### src/rtl/ataque_grade.sv
// ataque_grade: single-player battleship shot evaluator.
//
// A debounced fire button (botao) is edge-detected. On a press while idle the
// target coordinate (linha, coluna) is latched. The following cycle classifies
// it against the ship matrix (pos) and the shot history. The histories,
// counters and last-shot indicators update on the edge that ends that cycle.
// The game ends on a win (every ship cell hit) or when MAX_TIROS accepted shots
// have been used. It then holds until limpar or reset.
//
// Ports:
//   clk, rst_n    clock, asynchronous active-low reset
//   limpar        synchronous new-game clear (beats botao)
//   botao         fire button level
//   linha/coluna  target row / column
//   pos           ship matrix, bit r*COLS+c is cell (r,c)
//   atq / tiros   hit history / shot history
//   vermelho      last accepted shot missed
//   verde         last accepted shot hit
//   acertos       hit count
//   disparos      accepted shot count
//   invalido      one-cycle pulse for a rejected shot
//   fim           game over
//   vitoria       game won (meaningful only with fim)
//   estado_dbg    current FSM state, for observation only
//
// Handshake: there is no valid/ready pair. A press is accepted only in OCIOSO.
// Presses that arrive while AVALIA or FIM is active are dropped, not queued.
module ataque_grade #(
    parameter int ROWS      = 7,
    parameter int COLS      = 5,
    parameter int MAX_TIROS = 20,
    localparam int N        = ROWS * COLS,
    localparam int RW       = (ROWS > 1) ? $clog2(ROWS) : 1,
    localparam int CW       = (COLS > 1) ? $clog2(COLS) : 1,
    localparam int NW       = $clog2(N + 1),
    localparam int TW       = $clog2(MAX_TIROS + 1)
) (
    input  logic          clk,
    input  logic          rst_n,
    input  logic          limpar,
    input  logic          botao,
    input  logic [RW-1:0] linha,
    input  logic [CW-1:0] coluna,
    input  logic [N-1:0]  pos,
    output logic [N-1:0]  atq,
    output logic [N-1:0]  tiros,
    output logic          vermelho,
    output logic          verde,
    output logic [NW-1:0] acertos,
    output logic [TW-1:0] disparos,
    output logic          invalido,
    output logic          fim,
    output logic          vitoria,
    output logic [1:0]    estado_dbg
);

    typedef enum logic [1:0] {
        OCIOSO = 2'd0,
        AVALIA = 2'd1,
        FIM    = 2'd2
    } estado_t;

    estado_t       estado, estado_prox;
    logic          botao_q;
    // Set by reset. A button still held across reset release must be let go
    // before it can fire again.
    logic          bloq;
    logic [RW-1:0] lin_q;
    logic [CW-1:0] col_q;
    logic [NW-1:0] alvo_q;

    logic          press;
    logic [N-1:0]  mascara;
    logic [NW-1:0] alvo_calc;
    logic [NW-1:0] alvo_ef;
    logic          fora, ja_tiro, e_acerto;
    logic [NW-1:0] acertos_n;
    logic [TW-1:0] disparos_n;
    logic          tiro_ok, tiro_rej, vence;

    assign press      = botao && !botao_q && !bloq;
    assign fim        = (estado == FIM);
    assign estado_dbg = estado;

    // One-hot cell select. It stays all-zero when the latched coordinate is
    // off the board, so the out-of-range test needs no separate compare.
    always_comb begin
        mascara = '0;
        for (int r = 0; r < ROWS; r++) begin
            for (int c = 0; c < COLS; c++) begin
                if (int'(lin_q) == r && int'(col_q) == c) begin
                    mascara[r*COLS + c] = 1'b1;
                end
            end
        end
    end

    always_comb begin
        alvo_calc = '0;
        for (int i = 0; i < N; i++) begin
            alvo_calc = alvo_calc + NW'(pos[i]);
        end
    end

    assign fora     = (mascara == '0);
    assign ja_tiro  = |(mascara & tiros);
    assign e_acerto = |(mascara & pos);

    // On the first shot the target count is not latched yet, so use the live
    // popcount. The win test on that same shot then sees the right target.
    assign alvo_ef    = (disparos == '0) ? alvo_calc : alvo_q;
    assign acertos_n  = (e_acerto && acertos != NW'(N)) ? acertos + NW'(1) : acertos;
    assign disparos_n = (disparos != TW'(MAX_TIROS)) ? disparos + TW'(1) : disparos;

    always_comb begin
        estado_prox = estado;
        tiro_ok     = 1'b0;
        tiro_rej    = 1'b0;
        vence       = 1'b0;
        case (estado)
            OCIOSO: begin
                if (press) estado_prox = AVALIA;
            end
            AVALIA: begin
                estado_prox = OCIOSO;
                if (fora || ja_tiro) begin
                    tiro_rej = 1'b1;
                end else begin
                    tiro_ok = 1'b1;
                    if (alvo_ef != '0 && acertos_n == alvo_ef) begin
                        estado_prox = FIM;
                        vence       = 1'b1;
                    end else if (disparos_n == TW'(MAX_TIROS)) begin
                        estado_prox = FIM;
                    end
                end
            end
            FIM: begin
                estado_prox = FIM;
            end
            default: begin
                estado_prox = OCIOSO;
            end
        endcase
        if (limpar) begin
            estado_prox = OCIOSO;
            tiro_ok     = 1'b0;
            tiro_rej    = 1'b0;
            vence       = 1'b0;
        end
    end

    always_ff @(posedge clk or negedge rst_n) begin
        if (!rst_n) begin
            estado <= OCIOSO;
        end else begin
            estado <= estado_prox;
        end
    end

    always_ff @(posedge clk or negedge rst_n) begin
        if (!rst_n) begin
            botao_q  <= 1'b0;
            bloq     <= 1'b1;
            lin_q    <= '0;
            col_q    <= '0;
            alvo_q   <= '0;
            atq      <= '0;
            tiros    <= '0;
            acertos  <= '0;
            disparos <= '0;
            vermelho <= 1'b0;
            verde    <= 1'b0;
            invalido <= 1'b0;
            vitoria  <= 1'b0;
        end else begin
            // Keep tracking the button during limpar too. A held button then
            // does not fire once the clear is done.
            botao_q  <= botao;
            if (!botao) bloq <= 1'b0;
            invalido <= tiro_rej;
            if (limpar) begin
                lin_q    <= '0;
                col_q    <= '0;
                alvo_q   <= '0;
                atq      <= '0;
                tiros    <= '0;
                acertos  <= '0;
                disparos <= '0;
                vermelho <= 1'b0;
                verde    <= 1'b0;
                vitoria  <= 1'b0;
            end else begin
                if (estado == OCIOSO && press) begin
                    lin_q <= linha;
                    col_q <= coluna;
                end
                if (estado == AVALIA && disparos == '0) begin
                    alvo_q <= alvo_calc;
                end
                if (tiro_ok) begin
                    tiros    <= tiros | mascara;
                    disparos <= disparos_n;
                    vitoria  <= vence;
                    if (e_acerto) begin
                        atq      <= atq | mascara;
                        acertos  <= acertos_n;
                        verde    <= 1'b1;
                        vermelho <= 1'b0;
                    end else begin
                        verde    <= 1'b0;
                        vermelho <= 1'b1;
                    end
                end
            end
        end
    end

endmodule
### config.mk
export PLATFORM = sky130hd
export DESIGN_NAME = ataque_grade
export DESIGN_NICKNAME = d
export VERILOG_FILES = /design/src/rtl/ataque_grade.sv
export SDC_FILE = /design/constraint.sdc
export NUM_CORES = 1
export LEC_CHECK = 0
export ABC_CLOCK_PERIOD_IN_PS = 3540
export BUFFER_PORTS_ARGS = -buffer_cell sky130_fd_sc_hd__buf_2
export CAP_MARGIN = 20
export CORE_ASPECT_RATIO = 1.75
export CORE_MARGIN = 10
export CORE_UTILIZATION = 30
export CTS_CLUSTER_SIZE = 16
export DETAILED_ROUTE_END_ITERATION = 10
export PLACE_DENSITY = 0.48
export SLEW_MARGIN = 15
export SYNTH_ARGS = -nofsm -noshare
export SYNTH_HDL_FRONTEND = slang
export SYNTH_SLANG_ARGS = --single-unit
### constraint.sdc
create_clock -name clk -period 3.54 [get_ports clk]
set_clock_uncertainty 0.2 [all_clocks]
set_input_delay 0.177 -clock clk [delete_from_list [all_inputs] [get_ports clk]]
set_output_delay 0.177 -clock clk [all_outputs]
set_load 0.005 [all_outputs]
# Word-level counts from Yosys, hierarchy flattened
# Index checks and enable logic that the tools add are counted.
op_classes:
  n_addsub: 36
  n_eq_ne: 17
  muxes: 77
  n_bitwise: 4
  n_reduce_logical: 57
ops:
  columns: ["cell", "count"]
  rows:
  - ["$mux 35", 5]
  - ["$add 6x1->6", 29]
  - ["$and 35x35->35", 2]
  - ["$or 35x35->35", 2]
  - ["$reduce_or 35->1", 2]
  - ["$mux 1", 52]
  - ["$mux 6", 7]
  - ["$logic_and 1x1->1", 41]
  - ["$logic_not 35->1", 1]
  - ["$eq 3x3->1 const B", 7]
  - ["$mux 5", 3]
  - ["$mux 3", 4]
  - ["$mux 2", 5]
  - ["$eq 3x2->1 const B", 3]
  - ["$reduce_bool 2->1", 4]
  - ["$add 5x1->6", 1]
  - ["$add 6x1->6 const B", 1]
  - ["$eq 6x6->1", 1]
  - ["$logic_not 3->1", 2]
  - ["$ne 6x6->1 const B", 1]
  - ["$pmux 2 s3", 1]
  - ["$reduce_bool 6->1", 1]
  - ["$add 4x1->5", 1]
  - ["$add 5x1->5 const B", 1]
  - ["other kinds (13)", 14]
word_totals:
  register_bits: 101
  in_bits: 45
  output_inout_bits: 88

# Logic depth before layout (Yosys ltp)
# Gate-level depths: netlist of run 1.
depth:
  ltp_word: 42
  mapped_depth: 21

# Worst setup path after synthesis of run 1
# OpenSTA, ideal clock, no wires.
synth_timing:
  path_type: "input -> register"
  start: "in pos[23]"
  end: "reg estado[1], in the netlist estado_dbg[1]"
  setup_ps: 83
  arrival_ps: 5463
  t_required_ps: 3257
  setup_slack_ps: -2206
  cell_stages: 19
  n_path_buf: 0
  path_cell_list: "inv_1 -> fa_1 -> fa_1 -> fa_1 -> inv_1 -> fa_1 -> fa_1 -> inv_1 -> fa_1 -> inv_1 -> ha_1 -> nor2b_1 -> o311a_1 -> a31oi_1 -> o211ai_1 -> or4b_1 -> o221ai_1 -> o2111ai_1 -> o22ai_1"
synth_between:
  elab_chain_len: 19
  elab_cells_between_ends: 24
synth_lines:
  columns: ["item", "line", "source"]
  rows:
  - ["from (decl)", "44", "input logic [N-1:0] pos,"]
  - ["$add 6x1->6 (12 in series)", "101", "alvo_calc = alvo_calc + NW'(pos[i]);"]
  - ["$mux 6", "111", "assign alvo_ef = (disparos == '0) ? alvo_calc : alvo_q;"]
  - ["$eq 6x6->1 or $reduce_bool 6->1 (tied branches)", "130", "if (alvo_ef != '0 && acertos_n == alvo_ef) begin"]
  - ["$logic_and 1x1->1 *", "130", null]
  - ["$mux 2 *", "130", null]
  - ["$mux 2 *", "126", "if (fora || ja_tiro) begin"]
  - ["$pmux 2 s3 *", "120", "case (estado)"]
  - ["$mux 2 *", "145", "if (limpar) begin"]
  - ["to (signal assigned)", "157", "estado <= estado_prox;"]
  - ["to (decl)", "63", "estado_t estado, estado_prox;"]
# Every way passes the cells marked *; elsewhere a longest branch is shown, timed or not.
# A chain may end at the register's enable or synchronous reset.

# Worst setup path after layout of run 1
layout_timing:
  start: "in pos[11]"
  end: "reg estado[1], in the netlist estado_dbg[1]"
layout_between:
  elab_chain_len: 31
  elab_cells_between_ends: 36
layout_lines:
  columns: ["item", "line"]
  rows:
  - ["$add 6x1->6 (24 in series)", "101"]
  - ["$mux 6", "111"]
  - ["$eq 6x6->1 or $reduce_bool 6->1 (tied branches)", "130"]
  - ["$logic_and 1x1->1 *", "130"]
  - ["$mux 2 *", "130"]
  - ["$mux 2 *", "126"]
  - ["$pmux 2 s3 *", "120"]
  - ["$mux 2 *", "145"]
# Marked as above.

==> summary.txt, run 1 <==
Startpoint Class -> input pin
CP Data Arrival Time -> 5.64 ns
Mapped Area -> 0.00641 mm²
via count -> 5686
Chip Width -> 131 µm
chip height -> 213 µm
syn nets -> 762
Area contributors post-synth -> dfrtp_1 (39%), fa_1 (8.4%), nor2_1 (6.4%)
count leader, synth -> nor2_1
antenna viol nets, final -> 0
post-layout power -> 6.58 mW
worst path cell trace -> buf_8 > inv_8 > fa_1 > inv_2 > fa_1 > inv_1 > fa_2 > fa_2 > fa_2 > fa_1 > fa_2 > fa_2 > nand2b_4 > a21oi_4 > nand4b_1 > nand4b_1 > buf_4 > o221ai_4 > o221ai_2 > o2111ai_2 > o22ai_1
area delta synth->final -> 30.7%
Synth Instances -> 680
sequential element share of the synthesized area -> 39.4%
max_cap viols -> 0
I/O pins -> 133
CTS max path bufs -> 2
syn avg cell area -> 9.43 µm²
clk root buf -> clkbuf_16
top cell type's share of synthesized area -> 39.0%
Crit Path Class -> input pin to register
Setup crit end kind -> register
number of diodes -> 0
Via density -> 5.09
fmax -> 179 MHz
Starting Density -> 30.6%
max-slew violation count -> 0
largest net degree at the start of global routing -> 102
ys async rst share -> 100%
Util after Layout -> 40.0%
drt pass-1 iters -> 4
die area -> 0.0278 mm²
CTS clk-pin slew, worst paths -> 0.07 ns
Hold Crit Class -> input pin to register
# DRC -> 0
dpl hpwl -> 17.1 mm
crit-path most repeated cell -> fa_2
Slew @ Worst Pin -> 0.857 ns
Final Hold Fails -> 0
number of synthesized flops with an enable pin -> 0
GRT Total Usage -> 16.4%
RSZ-0062 raised after global routing -> yes
CORE AREA -> 0.0209 mm²
top cells by count, synth -> nor2_1 (110), dfrtp_1 (100), inv_1 (65)
#FFs+latches synth -> 101
CTS Buf Count -> 9
initial antenna violation count -> 0
crit path max-delay cell type -> fa_2
H-tree lvl count -> 3
Max IR drop VDD -> 0.645 mV
Tcrit/Tclk final -> 157%
number of global-route vias before repair -> 6324
minimum clock period -> 5.57 ns
gp weighted congestion -> 0.882
Worst-Skew Late Latency -> 0.35 ns
# clock sinks -> 101
Yosys warnings -> 0
global-route wire length before repair -> 35.5 mm
Routed WL -> 22.3 mm
Critical Path RT -> 3.61 ns
P_leak -> 4.10 nW
leading area contributor after synthesis -> dfrtp_1
CP max stage delay -> 0.55 ns
fraction of final layout cells sized beyond drive strength 1 -> 34.4%
Core Rows -> 70
critical-path maximum fanout -> 4
nets -> 941
CTS tree -> yes
PwrDens -> 785 mW/mm²
setup ws final -> -2.03 ns
input/output buffers -> 132
# setup viols final -> 8
1st-iter DRT viols -> 233
Distinct cells, synth -> 79
GR Overflow Total -> 0
status -> finished, violations left
failing checks -> negative setup slack
Post-synth top flop -> dfrtp_1
Rel. slew slack -> 42.4%
wire per inst -> 20.0 µm
==> layout by cell type (no fill, tap or decap), types with 6 or more instances in the layout <==
cell type,instances
a21oi_1,50
a31oi_1,36
buf_2,129
buf_4,73
clkbuf_16,9
dfrtp_1,99
dlygate4sd3_1,8
fa_1,19
fa_2,8
ha_1,10
inv_1,60
mux2_2,7
mux2i_1,17
nand2_1,15
nand2b_1,6
nand3_1,21
nand3b_1,6
nand4_1,6
nor2_1,109
nor2b_1,11
nor3_1,7
xnor2_1,9
==> final timing paths <==
path / slack [ns] / endpoint / startpoint / cells after the start
max in group asynchronous: 2.46 / disparos[1] / rst_n / 3
worst max-delay path: -2.03 / estado_dbg[1] / pos[11] / 21
worst min register to register: 0.29 / atq[16] / atq[16] / 2
worst max register to register: 0.18 / estado_dbg[1] / disparos[0] / 11
min in group asynchronous: 0.22 / tiros[13] / rst_n / 3
worst min-delay path: 0.10 / vitoria / limpar / 6
==> per-stage QoR <==
| step | hold WS (ns) | setup slack, ns | setup TNS, ns | instances | instance area, µm² |
|---|---|---|---|---|---|
| floorplan | -0.319 | -2.05 | -10.42 | 680 | 6440 |
| global placement | 0.0900 | -2.60 | -14.18 | 1085 | 7790 |
| detailed placement | 0.0916 | -2.73 | -14.65 | 1085 | 7790 |
| CTS | 0.141 | -1.97 | -10.31 | 1115 | 8310 |
| global route | 0.141 | -2.19 | -11.64 | 1116 | 8380 |
| finish | 0.101 | -2.03 | -10.29 | 1116 | 8380 |
==> what timing repair did <==
action | CTS | global route
endpoints found under the setup margin | 8 | 46
setup buffers | 6 | 3
hold buffers | 8 | 0
gates resized for setup | 22 | 11
pin swaps | 13 | 13
endpoints found under the hold margin | 108 | 0
==> logic make-up (layout without fill, tap and decap cells) <==
group / Yosys count / after routing / synth area share, %
AND/OR/NAND/NOR: 245 / 245 / 21.5
AO/OA/AOI/OAI: 141 / 141 / 14.4
buffers and inverters: 115 / 299 / 7.73
flip-flops: 101 / 101 / 39.4
adder cells (fa/ha/maj): 37 / 37 / 10.4
multiplexers: 27 / 27 / 4.57
XOR/XNOR: 14 / 14 / 1.91
==> state kept, by name, indices dropped and copies added, names as in the netlist <==
name        count
atq            35
tiros          35
alvo_q          6
acertos         6
verde           1
estado_dbg      2
lin_q           3
bloq            1
botao_q         1
invalido        1
disparos        5
vitoria         1
col_q           3
vermelho        1
==> routing by layer <==
| layer | part of all wire [%] | global-route usage, % | up-vias |
|---|---|---|---|
| met1 | 38 | 18.2 | 2812 |
| li1 | - | - | 2711 |
| met5 | 0 | 0 | - |
| met3 | 4.9 | 3.07 | 31 |
| met2 | 54 | 30.2 | 132 |
| met4 | 2.6 | 5.51 | 0 |
==> power by group <==
| group | total [mW] | leakage [nW] | internal [mW] | switching [mW] |
|---|---|---|---|---|
| combinational | 4.30 | 2.55 | 2.15 | 2.15 |
| sequential | 1.23 | 1.40 | 1.19 | 0.0446 |
| clock | 1.04 | 0.149 | 0.573 | 0.470 |
==> critical path: cells and delay by family <==
| kind | cells | cell delay [ns] |
|---|---|---|
| adder cells (fa/ha/maj) | 8 | 3.74 |
| AO/OA/AOI/OAI | 5 | 0.89 |
| AND/OR/NAND/NOR | 3 | 0.47 |
| buffers and inverters | 5 | 0.35 |
==> cell type report <==
type	count	area (µm²)
Multi-Input combinational cell	464	3580
Fill cell	2139	12600
Clock inverter	6	68.8
Sequential cell	101	2530
Inverter	66	255
Timing Repair Buffer	217	1390
Clock buffer	10	239
Tap cell	252	315
No activity file was read; power rests on OpenSTA's default activity.
==> run 2: changes to the inputs <==
- ABC_AREA: default -> 1
- CORE_ASPECT_RATIO: 1.75 -> default
- SKIP_LAST_GASP: default -> 1
==> summary.txt, run 2 <==
sequential element share of the synthesized area -> 42.4% (was 39.4%)
wire per inst -> 16.9 µm (was 20.0 µm)
syn nets -> 833 (was 762)
gp weighted congestion -> 0.885 (was 0.882)
global-route wire length before repair -> 32.2 mm (was 35.5 mm)
CORE AREA -> 0.0195 mm² (was 0.0209 mm²)
Critical Path RT -> 3.62 ns (was 3.61 ns)
clk root buf -> clkbuf_16 (unchanged)
most common cell after layout, fill and taps aside -> nand2_1 (was buf_2)
clock power share -> 18.7% (was 15.9%)
PwrDens -> 655 mW/mm² (was 785 mW/mm²)
dpl hpwl -> 16.6 mm (was 17.1 mm)
Multi-input gate area -> 0.00283 mm² (was 0.00358 mm²)
Worst-Skew Late Latency -> 0.35 ns (about the same)
FF+latch area -> 0.00253 mm² (about the same)
internal power -> 3.09 mW (was 3.91 mW)
area delta synth->final -> 30.2% (was 30.7%)
GRT Total Usage -> 15.7% (was 16.4%)
Routed WL -> 20.4 mm (was 22.3 mm)
CTS Buf Count -> 9 (unchanged)
via count -> 5541 (was 5686)
1st-iter DRT viols -> 405 (was 233)
Startpoint Class -> input pin (unchanged)
largest net degree at the start of global routing -> 52 (was 102)
failing checks -> negative setup slack (unchanged)
leading area contributor after synthesis -> dfrtp_1 (unchanged)
# setup viols final -> 8 (unchanged)
number of synthesized flops with an enable pin -> 0 (unchanged)
Regs by FF count -> atq x35, tiros x35 (unchanged)
ys async rst share -> 100% (unchanged)
Max IR drop VDD -> 0.568 mV (was 0.645 mV)
Rel. slew slack -> 52.1% (was 42.4%)
Post-synth top flop -> dfrtp_1 (unchanged)
#FFs+latches synth -> 101 (unchanged)
Yosys warnings -> 0 (unchanged)
count leader, synth -> nand2_1 (was nor2_1)
setup ws final -> -1.49 ns (was -2.03 ns)
die area -> 0.0259 mm² (was 0.0278 mm²)
Via density -> 4.61 (was 5.09)
CTS clk-pin slew, worst paths -> 0.06 ns (was 0.07 ns)
Distinct cells, synth -> 35 (was 79)
GR Overflow Total -> 0 (unchanged)
Final Hold Fails -> 0 (unchanged)
number of diodes -> 0 (unchanged)
Final Cell Area -> 0.00776 mm² (was 0.00838 mm²)
fraction of final layout cells sized beyond drive strength 1 -> 26.1% (was 34.4%)
CTS max path bufs -> 2 (unchanged)
Seq pwr share -> 24.0% (was 18.7%)
fmax -> 199 MHz (was 179 MHz)
Switching Share -> 39.2% (was 40.6%)
post-layout power -> 5.08 mW (was 6.58 mW)
Chip Width -> 161 µm (was 131 µm)
Hold Crit Class -> input pin to register (unchanged)
I/O pins -> 133 (unchanged)
Setup crit end kind -> register (unchanged)
top cell type's share of synthesized area -> 42.0% (was 39.0%)
input/output buffers -> 132 (unchanged)
syn avg cell area -> 7.94 µm² (was 9.43 µm²)
most frequent cells in the layout -> nand2_1 (151), inv_1 (141), buf_2 (124) (was buf_2 (129), nor2_1 (109), dfrtp_1 (99))
CTS tree -> yes (unchanged)
filler cell count in the final layout -> 2118 (was 2139)
H-tree lvl count -> 3 (unchanged)
status -> finished, violations left (unchanged)
minimum clock period -> 5.03 ns (was 5.57 ns)
P_sw -> 1.99 mW (was 2.67 mW)
logic gate share of total power -> 57.3% (was 65.4%)
initial antenna violation count -> 0 (unchanged)
number of global-route vias before repair -> 5679 (was 6324)
RSZ-0062 raised after global routing -> yes (unchanged)
P_leak -> 3.97 nW (was 4.10 nW)
max-slew violation count -> 0 (unchanged)
# DRC -> 0 (unchanged)
placed instance area -> 0.00729 mm² (was 0.00779 mm²)
Area contributors post-synth -> dfrtp_1 (42%), nand2_1 (9.6%), inv_1 (9.5%) (was dfrtp_1 (39%), fa_1 (8.4%), nor2_1 (6.4%))
chip height -> 161 µm (was 213 µm)
Starting Density -> 30.5% (was 30.6%)
Crit Path Class -> input pin to register (unchanged)
drt pass-1 iters -> 5 (was 4)
Tcrit/Tclk final -> 142% (was 157%)
critical-path maximum fanout -> 2 (was 4)
# clock sinks -> 101 (unchanged)
Slew @ Worst Pin -> 0.718 ns (was 0.857 ns)
Core Rows -> 51 (was 70)
nets -> 1014 (was 941)
Synth Instances -> 751 (was 680)
max_cap viols -> 0 (unchanged)
Mapped Area -> 0.00596 mm² (was 0.00641 mm²)
antenna viol nets, final -> 0 (unchanged)
CP Data Arrival Time -> 5.10 ns (was 5.64 ns)
top cells by count, synth -> nand2_1 (152), inv_1 (151), dfrtp_1 (100) (was nor2_1 (110), dfrtp_1 (100), inv_1 (65))
-- run 2: cell count changes after synthesis, moves of 8 or more --
cell / before / now
nor2b_1: 11 / 0
inv_1: 65 / 151
buf_2: 14 / 3
xnor2_1: 11 / 3
nand2_1: 15 / 152
a21oi_1: 53 / 6
o22ai_1: 3 / 50
nor2_1: 110 / 56
clkbuf_1: 24 / 15
o21ai_1: 2 / 16
mux2i_1: 18 / 0
nand3_1: 21 / 64
o21ai_0: 6 / 53
a31oi_1: 36 / 1
-- run 2: stage by stage --
stage	utilization (%)	hold WS [ns]	std cells	TNS, ns	setup slack, ns
global placement	37.3	0.0661	1177	-10.83	-2.00
floorplan	-	-0.319	751	-8.17	-1.61
detailed placement	37.3	0.0684	1177	-11.03	-2.05
CTS	39.5	0.0457	1202	-6.66	-1.48
finish	39.8	0.0496	1202	-6.75	-1.49
global route	39.8	0.0927	1202	-7.92	-1.73
-- run 2: metal layers --
| metal | global-route usage, % | up-vias | part of all wire [%] |
|---|---|---|---|
| met3 | 3.58 | 19 | 5.9 |
| li1 | - | 2752 | - |
| met1 | 22.3 | 2616 | 48 |
| met5 | 0 | - | 0 |
| met2 | 23.6 | 154 | 44 |
| met4 | 3.64 | 0 | 1.2 |
-- run 2: critical path, cell delays in order --
cell     delay, ns
buf_8         0.08
inv_4         0.03
fa_2          0.62
fa_2          0.46
fa_1          0.52
fa_1          0.44
fa_1          0.51
fa_1          0.43
fa_2          0.37
fa_2          0.40
o21ai_2       0.17
xnor2_2       0.14
o21ai_2       0.08
buf_4         0.15
xor2_1        0.15
inv_1         0.07
nand3_2       0.08
nand2_1       0.06
nand2_1       0.06
a21oi_2       0.10
-- run 2: repair_timing --
| action | CTS | global route |
|---|---|---|
| buffers inserted | 1 | 0 |
| gates resized for setup | 16 | 21 |
| hold endpoints to repair | 56 | 0 |
| hold buffers | 8 | 0 |
| endpoints found under the setup margin | 8 | 8 |
| pin swaps | 8 | 6 |
-- run 2: power by group through the flow --
stage | Combinational (mW) | Sequential (mW) | Clock, mW
2_1_floorplan | 1.87 | 1.23 | 0
3_3_place_gp | 2.63 | 1.24 | 0
3_5_place_dp | 2.68 | 1.24 | 0
4_1_cts | 2.83 | 1.22 | 0.984
5_1_grt | 3.31 | 1.22 | 1.03
6_report | 2.91 | 1.22 | 0.953
-- run 2: path summary, 6_finish.rpt --
check                               from            end  slack [ns]  depth (start not counted)
worst max-delay path             pos[27]  estado_dbg[1]       -1.49                         20
worst min-delay path              limpar        atq[34]        0.05                          3
worst max register to register  lin_q[1]         atq[6]        0.37                         14
worst min register to register      bloq           bloq        0.25                          2
max in group asynchronous          rst_n        atq[20]        2.14                          3
min in group asynchronous          rst_n       tiros[8]        0.21                          2
-- run 2: area by class of cell --
class | count | share of cell area (%)
Clock inverter | 3 | 0.242
Inverter | 157 | 7.66
Sequential cell | 101 | 32.6
Tap cell | 265 | 4.27
Multi-Input combinational cell | 472 | 36.5
Timing Repair Buffer | 191 | 15.4
Clock buffer | 13 | 3.35
-- run 2: logic make-up after synthesis --
kind of cell               Yosys count  share of synthesized area (%)
AOI/OAI and AO/OA                  132                           12.4
xor gates and xnor gates             8                           1.17
adders and majority gates           37                           11.2
buffers and inverters              178                           11.6
DFF                                101                           42.4
and+or+nand+nor                    295                           21.2
==> run 3: changes to the inputs <==
- CORE_MARGIN: 10 -> default
- CORE_UTILIZATION: 30 -> 45
- PLACE_DENSITY: 0.48 -> 0.67
- SETUP_SLACK_MARGIN: default -> 0.02
==> summary.txt, run 3 (synthesized netlist as in run 2, its figures left out) <==
most common cell after layout, fill and taps aside -> nand2_1 (unchanged)
CTS tree -> yes (unchanged)
number of diodes -> 0 (unchanged)
status -> finished, violations left (unchanged)
dpl hpwl -> 13.2 mm (was 16.6 mm)
Starting Density -> 46.7% (was 30.5%)
clk root buf -> clkbuf_16 (unchanged)
failing checks -> negative setup slack (unchanged)
worst path cell trace -> buf_8 > inv_4 > fa_1 > inv_2 > fa_1 > inv_2 > fa_1 > fa_1 > fa_1 > fa_1 > fa_2 > fa_2 > o21ai_2 > xnor2_1 > o21ai_1 > buf_4 > xor2_1 > inv_1 > nand3_1 > nand2_1 > nand2_1 > a21oi_1 (was buf_8 > inv_4 > fa_2 > fa_2 > fa_1 > fa_1 > fa_1 > fa_1 > fa_2 > fa_2 > o21ai_2 > xnor2_2 > o21ai_2 > buf_4 > xor2_1 > inv_1 > nand3_2 > nand2_1 > nand2_1 > a21oi_2)
Crit Path Class -> input pin to register (unchanged)
Max IR drop VDD -> 0.717 mV (was 0.568 mV)
# setup viols final -> 8 (unchanged)
fraction of final layout cells sized beyond drive strength 1 -> 25.3% (was 26.1%)
met1 Usage GRT -> 38.8% (was 22.3%)
Final Hold Fails -> 0 (unchanged)
CORE AREA -> 0.0128 mm² (was 0.0195 mm²)
wire per inst -> 15.3 µm (was 16.9 µm)
Worst-Skew Late Latency -> 0.36 ns (was 0.35 ns)
hold_ws -> 0.119 ns (was 0.0496 ns)
Routed WL -> 17.0 mm (was 20.4 mm)
number of global-route vias before repair -> 5296 (was 5679)
setup ws final -> -1.48 ns (was -1.49 ns)
Critical Path RT -> 3.62 ns (about the same)
fmax -> 199 MHz (about the same)
global-route wire length before repair -> 27.1 mm (was 32.2 mm)
Setup crit end kind -> register (unchanged)
Hold Crit Class -> input pin to register (unchanged)
CP Data Arrival Time -> 5.09 ns (was 5.10 ns)
GRT Total Usage -> 26.6% (was 15.7%)
most frequent cells in the layout -> nand2_1 (151), inv_1 (143), buf_2 (128) (was nand2_1 (151), inv_1 (141), buf_2 (124))
Slew @ Worst Pin -> 0.556 ns (was 0.718 ns)
CTS clk-pin slew, worst paths -> 0.06 ns (about the same)
chip height -> 117 µm (was 161 µm)
minimum clock period -> 5.02 ns (was 5.03 ns)
RSZ-0062 raised after global routing -> yes (unchanged)
max_cap viols -> 0 (unchanged)
Worst R2R Setup Slack -> 0.38 ns (was 0.37 ns)
CTS max path bufs -> 2 (unchanged)
Chip Width -> 117 µm (was 161 µm)
dpl ws -> -2.02 ns (was -2.05 ns)
Hold Crit Depth -> 4 (was 3)
PwrDens -> 657 mW/mm² (was 655 mW/mm²)
via count -> 5736 (was 5541)
# clock sinks -> 101 (unchanged)
initial antenna violation count -> 0 (unchanged)
hold path endpoint -> alvo_q[0] (was atq[34])
crit path max-delay cell type -> fa_1 (was fa_2)
R2R Path End -> atq[6] (unchanged)
GRT Max-Usage Layer -> met2 (unchanged)
CTS Buf Count -> 9 (unchanged)
die area -> 0.0137 mm² (was 0.0259 mm²)
drt pass-1 iters -> 6 (was 5)
R2R cell count -> 14 (unchanged)
antenna viol nets, final -> 0 (unchanged)
Regs by FF count -> atq x35, tiros x35 (unchanged)
Core Rows -> 41 (was 51)
Startpoint Class -> input pin (unchanged)
crit-path most repeated cell -> fa_1
gp weighted congestion -> 0.975 (was 0.885)
# DRC -> 0 (unchanged)
nets -> 1016 (was 1014)
area delta synth->final -> 27.7% (was 30.2%)
Worst Hold Launch -> pos[4] (was limpar)
Via density -> 5.16 (was 4.61)
P_leak -> 3.97 nW (about the same)
Rel. slew slack -> 62.9% (was 52.1%)
critical-path maximum fanout -> 2 (unchanged)
input/output buffers -> 132 (unchanged)
Util after Layout -> 59.6% (was 39.8%)
largest net degree at the start of global routing -> 102 (was 52)
H-tree lvl count -> 3 (unchanged)
met2 Use GR -> 39.9% (was 23.6%)
worst r2r src -> lin_q[1] (unchanged)
GR Overflow Total -> 0 (unchanged)
I/O pins -> 133 (unchanged)
1st-iter DRT viols -> 689 (was 405)
max-slew violation count -> 0 (unchanged)
CP max stage delay -> 0.55 ns (was 0.62 ns)
M3 GR Usage -> 4.58% (was 3.58%)
Tcrit/Tclk final -> 142% (about the same)
run 3: stage by stage:
stage               total power [mW]  setup TNS, ns  std cells  area (µm²)
floorplan                       3.10          -8.17        751        6000
global placement                3.83         -10.22       1084        7160
detailed placement              3.88         -10.85       1084        7160
CTS                             4.98          -6.81       1110        7600
global route                    5.43          -8.09       1111        7620
finish                          5.01          -6.80       1111        7620
run 3: repair_timing:
item	in CTS	in global routing
resized for setup	12	10
setup buffers	1	1
endpoints found under the hold margin	110	0
hold buffers	9	0
setup endpoints to repair	8	45
cloned	0	0
pin swaps	7	3
run 3: metal layers:
metal  share of wire [%]  up-vias
met5                   0        -
met4                 2.8        0
met3                 7.2       42
met2                  44      265
met1                  46     2669
li1                    -     2760
run 3: report_power, final:
| group | switching (mW) | total (mW) | internal [mW] |
|---|---|---|---|
| clock | 0.459 | 1.04 | 0.578 |
| combinational | 1.43 | 2.75 | 1.32 |
| sequential | 0.0271 | 1.22 | 1.19 |
| total | 1.91 | 5.01 | 3.09 |
run 3: how the worst max path moves through the flow:
| stage | from | end | slack, ns |
|---|---|---|---|
| 3_3_place_gp | pos[11] | estado_dbg[1] | -1.90 |
| 3_5_place_dp | pos[11] | estado_dbg[1] | -2.02 |
| 6_report | pos[11] | estado_dbg[1] | -1.48 |
| 5_1_grt | pos[11] | estado_dbg[1] | -1.69 |
| 2_1_floorplan | pos[17] | estado_dbg[1] | -1.61 |
| 4_1_cts | pos[3] | estado_dbg[1] | -1.49 |
run 3: cell type report:
type	instances	area (µm²)
clock buffer	11	243
fill	1171	5150
sequential	101	2530
inverter	157	594
clock inverter	5	66.3
tap	172	215
timing repair buffer	193	1180
multi-input combinational	472	2790
run 3: critical path, delay by kind of cell:
family / cells / cell delay [ns]
buf+inv: 6 / 0.40
fa+ha+maj: 8 / 3.66
xor+xnor: 2 / 0.29
compound gates: 3 / 0.37
simple gates: 3 / 0.20
